File: src/rtl/pipe_control_hazard.sv
// pipe_control_hazard: main decoder, D->E / E->M / M->W control pipeline
// and hazard unit (stalls, flush, forwarding) for the 5-stage MIPS core.
// Optional macro PIPE_HAZARD_PERF_CNT_EN adds stall/branch performance
// counters; without it both counter ports are tied to zero.
module pipe_control_hazard #(
  parameter int CNT_W = 32,
  parameter int REG_W = 5
) (
  input  logic             clk,
  input  logic             reset,
  input  logic [5:0]       op,
  input  logic [5:0]       funct,
  input  logic             equalD,
  input  logic [REG_W-1:0] rsD,
  input  logic [REG_W-1:0] rtD,
  input  logic [REG_W-1:0] rsE,
  input  logic [REG_W-1:0] rtE,
  input  logic [REG_W-1:0] writeregE,
  input  logic [REG_W-1:0] writeregM,
  input  logic [REG_W-1:0] writeregW,
  output logic             pcsrcD,
  output logic             regdstE,
  output logic             alusrcE,
  output logic [2:0]       alucontrolE,
  output logic             memwriteM,
  output logic             memtoregW,
  output logic             regwriteW,
  output logic             stallF,
  output logic             stallD,
  output logic             flushE,
  output logic             forwardAD,
  output logic             forwardBD,
  output logic [1:0]       forwardAE,
  output logic [1:0]       forwardBE,
  output logic [CNT_W-1:0] stallcount,
  output logic [CNT_W-1:0] branchcount
);

  localparam logic [5:0] OP_RTYPE = 6'b000000;
  localparam logic [5:0] OP_LW    = 6'b100011;
  localparam logic [5:0] OP_SW    = 6'b101011;
  localparam logic [5:0] OP_BEQ   = 6'b000100;
  localparam logic [5:0] OP_ADDI  = 6'b001000;
  localparam logic [REG_W-1:0] REG_ZERO = {REG_W{1'b0}};

  // Decode-stage control
  logic       regwriteD, regdstD, alusrcD, branchD, memwriteD, memtoregD;
  logic [2:0] alucontrolD;
  // Pipelined control not exported as ports
  logic       regwriteE, memtoregE, memwriteE;
  logic       regwriteM, memtoregM;
  logic       lwstall, branchstall, hazard;

  // E-stage forward select: M result wins over W; $0 never forwards.
  function automatic logic [1:0] fwdSelE(input logic [REG_W-1:0] src,
                                         input logic [REG_W-1:0] wrM,
                                         input logic             wenM,
                                         input logic [REG_W-1:0] wrW,
                                         input logic             wenW);
    if ((src != REG_ZERO) && (src == wrM) && wenM) begin
      return 2'b10;
    end else if ((src != REG_ZERO) && (src == wrW) && wenW) begin
      return 2'b01;
    end else begin
      return 2'b00;
    end
  endfunction

  // Main decoder: unsupported op/funct decode to an all-zero bubble.
  always_comb begin
    regwriteD   = 1'b0;
    regdstD     = 1'b0;
    alusrcD     = 1'b0;
    branchD     = 1'b0;
    memwriteD   = 1'b0;
    memtoregD   = 1'b0;
    alucontrolD = 3'b000;
    case (op)
      OP_RTYPE: begin
        case (funct)
          6'b100000: begin regwriteD = 1'b1; regdstD = 1'b1; alucontrolD = 3'b010; end
          6'b100010: begin regwriteD = 1'b1; regdstD = 1'b1; alucontrolD = 3'b110; end
          6'b100100: begin regwriteD = 1'b1; regdstD = 1'b1; alucontrolD = 3'b000; end
          6'b100101: begin regwriteD = 1'b1; regdstD = 1'b1; alucontrolD = 3'b001; end
          6'b101010: begin regwriteD = 1'b1; regdstD = 1'b1; alucontrolD = 3'b111; end
          default:   begin regwriteD = 1'b0; regdstD = 1'b0; alucontrolD = 3'b000; end
        endcase
      end
      OP_LW:   begin regwriteD = 1'b1; alusrcD = 1'b1; memtoregD = 1'b1; alucontrolD = 3'b010; end
      OP_SW:   begin alusrcD = 1'b1; memwriteD = 1'b1; alucontrolD = 3'b010; end
      OP_BEQ:  begin branchD = 1'b1; alucontrolD = 3'b110; end
      OP_ADDI: begin regwriteD = 1'b1; alusrcD = 1'b1; alucontrolD = 3'b010; end
      default: begin regwriteD = 1'b0; alucontrolD = 3'b000; end
    endcase
  end

  // Branch resolution, forwarding selects and stall/flush generation.
  always_comb begin
    pcsrcD      = branchD & equalD;
    forwardAE   = fwdSelE(rsE, writeregM, regwriteM, writeregW, regwriteW);
    forwardBE   = fwdSelE(rtE, writeregM, regwriteM, writeregW, regwriteW);
    forwardAD   = (rsD != REG_ZERO) && (rsD == writeregM) && regwriteM;
    forwardBD   = (rtD != REG_ZERO) && (rtD == writeregM) && regwriteM;
    lwstall     = memtoregE & ((rtE == rsD) | (rtE == rtD));
    branchstall = branchD &
                  ((regwriteE & ((writeregE == rsD) | (writeregE == rtD))) |
                   (memtoregM & ((writeregM == rsD) | (writeregM == rtD))));
    hazard      = lwstall | branchstall;
    stallF      = hazard;
    stallD      = hazard;
    flushE      = hazard;
  end

  // D->E control register: reset or flush inserts a bubble.
  always_ff @(posedge clk) begin
    if (!reset || flushE) begin
      regwriteE   <= 1'b0;
      memtoregE   <= 1'b0;
      memwriteE   <= 1'b0;
      alucontrolE <= 3'b000;
      alusrcE     <= 1'b0;
      regdstE     <= 1'b0;
    end else begin
      regwriteE   <= regwriteD;
      memtoregE   <= memtoregD;
      memwriteE   <= memwriteD;
      alucontrolE <= alucontrolD;
      alusrcE     <= alusrcD;
      regdstE     <= regdstD;
    end
  end

  // E->M and M->W control registers advance every cycle.
  always_ff @(posedge clk) begin
    if (!reset) begin
      regwriteM <= 1'b0;
      memtoregM <= 1'b0;
      memwriteM <= 1'b0;
      regwriteW <= 1'b0;
      memtoregW <= 1'b0;
    end else begin
      regwriteM <= regwriteE;
      memtoregM <= memtoregE;
      memwriteM <= memwriteE;
      regwriteW <= regwriteM;
      memtoregW <= memtoregM;
    end
  end

`ifdef PIPE_HAZARD_PERF_CNT_EN
  logic [CNT_W-1:0] stallCnt, branchCnt;

  // Performance counters: count stall and taken-branch edges, wrapping.
  always_ff @(posedge clk) begin
    if (!reset) begin
      stallCnt  <= {CNT_W{1'b0}};
      branchCnt <= {CNT_W{1'b0}};
    end else begin
      stallCnt  <= stallF ? stallCnt + {{(CNT_W-1){1'b0}}, 1'b1} : stallCnt;
      branchCnt <= pcsrcD ? branchCnt + {{(CNT_W-1){1'b0}}, 1'b1} : branchCnt;
    end
  end

  assign stallcount  = stallCnt;
  assign branchcount = branchCnt;
`else
  assign stallcount  = {CNT_W{1'b0}};
  assign branchcount = {CNT_W{1'b0}};
`endif

endmodule

File: config.mk
export PLATFORM = sky130hd
export DESIGN_NAME = pipe_control_hazard
export DESIGN_NICKNAME = d
export VERILOG_FILES = /design/src/rtl/pipe_control_hazard.sv
export SDC_FILE = /design/constraint.sdc
export NUM_CORES = 1
export LEC_CHECK = 0
export BUFFER_PORTS_ARGS = -buffer_cell sky130_fd_sc_hd__buf_4
export CAP_MARGIN = 20
export CORE_ASPECT_RATIO = 1.1
export CORE_MARGIN = 2
export CORE_UTILIZATION = 45
export CTS_BUF_LIST = sky130_fd_sc_hd__clkbuf_4
export DETAILED_ROUTE_END_ITERATION = 8
export GPL_TIMING_DRIVEN = 0
export PLACE_DENSITY = 0.89
export SYNTH_ARGS = -nofsm -noshare
export SYNTH_HDL_FRONTEND = slang
export SYNTH_SLANG_ARGS = --single-unit
export TNS_END_PERCENT = 30
File: constraint.sdc
create_clock -name clk -period 3.3 [get_ports clk]
set_clock_uncertainty 0.15 [all_clocks]
set_input_delay 0.33 -clock clk [delete_from_list [all_inputs] [get_ports clk]]
set_output_delay 0.33 -clock clk [all_outputs]
set_load 0.02 [all_outputs]
==> flow_summary.json <==
{
  "dp.cells": 391,
  "antenna_found_initial": 0,
  "min_to": "regwriteW",
  "worstHoldStart": "reset",
  "postCtsSetupBuffers": 0,
  "hold_violations": 0,
  "r2r_start": "memtoregE",
  "wl_per_cell_um": 10.1,
  "drv_slew": 0,
  "firstDrtPassIters": 4,
  "overflow": 0,
  "final_cells": 395,
  "cts.sinks": 13,
  "area_growth_syn_to_layout_pct": 46.4,
  "switching_power_w": 0.000198,
  "syn-cell-area_um2": 1710,
  "switching_share_pct": 36.3,
  "cp.required_ns": 2.82,
  "synthCells": 216,
  "fmax_mhz": 436,
  "hpwl_mm": 3.55,
  "postRouteWirelength_mm": 3.99,
  "ant_nets": 0,
  "rr_endpoint": "regdstE",
  "setup_viol": 0,
  "rrSetupSlack_ns": 1.89,
  "final_layout_size_suffix_gt1_share_pct": 41.2,
  "start_util_pct": 46.9,
  "synth-edff-count": 0,
  "period_share_pct": 69.5,
  "cts_buffers": 3,
  "postSynthAreaPerCell_um2": 7.93,
  "yosysTopAreaCellShare_pct": 28.9,
  "root_buffer": "clkbuf_4",
  "fp.dieW_um": 62.8,
  "final_nets": 396,
  "die-area_um2": 4320,
  "critPathBufInv": 3,
  "crit_chain": "buf_4 -> xor2_1 -> nor3_1 -> a22o_1 -> a21oi_1 -> o21ai_0 -> buf_4 -> buf_4",
  "grt_max_degree": 9,
  "antennaDiodeCount": 0,
  "synth.distinct_cells": 36,
  "dr.first_iter.drc_count": 46,
  "cpLargestDelayFamily": "compound AO/OA/AOI/OAI gates",
  "pwr-share-clk_pct": 19.7,
  "drc_errors": 0,
  "arrival_ns": 1.81,
  "r2r_cells": 4,
  "seqPwrFrac_pct": 29.1,
  "grt_pass1_vias": 1404,
  "grt_pass1_wl_mm": 6.02,
  "clock_latency_ns": 0.28,
  "yosys-top-cells-count": "buf_4, xnor2_1, xor2_1",
  "maxCapViolations": 0,
  "die_h_um": 68.7,
  "crit_top_cell": "buf_4",
  "cp-start-kind": "input port",
  "yosys_register_bits": 13,
  "ir_worst_vdd_mv": 0.131,
  "core_region_area_um2": 3650,
  "clockBufferDepth": 2,
  "p_leak_nw": 1.28,
  "fin_setup_tns_ns": 0,
  "synth-main-ff-cell": "dfxtp_1",
  "h-tree-depth": 1,
  "synth_warnings": 0,
  "worstSetupEndpointType": "primary output",
  "grt_usage_pct": 17.5,
  "critPathKind": "in2out",
  "status": "complete, no violations",
  "via_per_inst": 4.15,
  "io_buffer_count": 62,
  "cts_resized": 0,
  "clk_pin_slew_ns": 0.08,
  "power.internal_w": 0.000346,
  "rsz0062_at_grt": "false",
  "gp_congestion": 0.908,
  "cts_tree": "built",
  "period_minus_slack_ns": 2.29,
  "min-delay-path-class": "in2reg",
  "num_io_pins": 132,
  "synth.area.top_cells": "buf_4, xnor2_1, dfxtp_1, xor2_1, nand4_1",
  "async_flop_share_pct": 0,
  "synth_most_common_cell": "buf_4",
  "p_comb_share_pct": 51.2,
  "ctsHoldBuffers": 0,
  "slowest_delay_ns": 0.33,
  "min_path_cells": 2,
  "vias": 1640,
  "rows": 23,
  "cp_max_fo": 4,
  "cp_slowest_cell": "o21ai_0",
  "synth_top_area_cell": "buf_4",
  "ys_seq_area_share_pct": 15.2,
  "p_per_area_nw_per_um2": 217
}
==> layout make-up <==
class                           count  area [µm²]
Buffer                             71         520
Clock buffer                        4        30.0
Fill cell                         306        1150
Inverter                            3        11.3
Multi-Input combinational cell    192        1160
Sequential cell                    13         260
Tap cell                           50        62.6
Timing Repair Buffer               62         465
==> kinds of logic after synthesis <==
| group | synth area share (%) |
|---|---|
| xor+xnor | 26.1 |
| flops | 15.2 |
| other cells | 0.219 |
| compound gates | 6.43 |
| simple gates | 21.0 |
| buf+inv | 31.0 |
==> worst reg2reg max path, stage by stage (launching register included) <==
cell      delay, ns
dfxtp_1        0.33
nand2_1        0.08
o221ai_1       0.17
or3_1          0.41
nor3_1         0.19
==> how the worst max path moves through the flow <==
| stage | slack [ns] | cells past startpoint | startpoint | to |
|---|---|---|---|---|
| 3_3_place_gp | 1.05 | 8 | writeregM[3] | stallD |
| 2_1_floorplan | 0.84 | 5 | rtE[1] | forwardBE[0] |
| 3_5_place_dp | 1.02 | 8 | writeregM[3] | stallF |
| 5_1_grt | 0.90 | 8 | writeregM[3] | stallF |
| 4_1_cts | 1.00 | 8 | writeregM[3] | stallF |
| 6_report | 1.01 | 8 | writeregM[3] | stallF |
==> metal layers <==
metal	global-route usage [%]	part of all wire (%)
met5	0	0
met3	3.08	7.9
met4	5.00	1.2
met1	18.2	37
met2	36.4	54
==> power by group through the flow <==
stage	Clock, W	Sequential [W]	Combinational, W
2_1_floorplan	0	0.000163	0.000197
3_5_place_dp	0	0.000162	0.000275
4_1_cts	0.000113	0.000158	0.000275
3_3_place_gp	0	0.000162	0.000270
5_1_grt	0.000121	0.000158	0.000299
6_report	0.000107	0.000158	0.000278
==> sequential cells by signal (all words and copies together), names as in the netlist <==
signal and flops:
alusrcE 1, memtoregW 1, alucontrolE 3, regwriteE 1, regdstE 1, memwriteM 1
memwriteE 1, regwriteW 1, memtoregM 1, memtoregE 1, regwriteM 1
==> stage by stage <==
| step | utilization, % | cell area, µm² | total power (W) | setup WS (ns) | hold WS [ns] |
|---|---|---|---|---|---|
| floorplan | - | 1950 | 0.000360 | 0.840 | 0.262 |
| global placement | 67.8 | 2480 | 0.000432 | 1.05 | 0.270 |
| detailed placement | 67.8 | 2480 | 0.000436 | 1.02 | 0.283 |
| CTS | 68.6 | 2510 | 0.000546 | 1.00 | 0.168 |
| global route | 68.6 | 2510 | 0.000579 | 0.896 | 0.176 |
| finish | 68.6 | 2510 | 0.000544 | 1.01 | 0.177 |
==> layout by cell type (no fill, tap or decap), drive strengths merged <==
cell type / n
clkbuf: 5
xor2: 15
conb: 64
a21oi: 5
inv: 3
o221ai: 1
nand3: 2
nand4b: 1
nor2: 10
nand2b: 2
or4: 5
o22a: 1
nor4: 5
o21ai: 3
o221a: 1
a21bo: 1
or3: 2
a22o: 1
o22ai: 1
nand2: 10
a31oi: 1
nor2b: 1
buf: 132
and2: 6
nor3: 6
xnor2: 36
nor3b: 2
nand4: 8
dfxtp: 13
nor4bb: 1
a41o: 1
No activity file was read; power rests on OpenSTA's default activity.
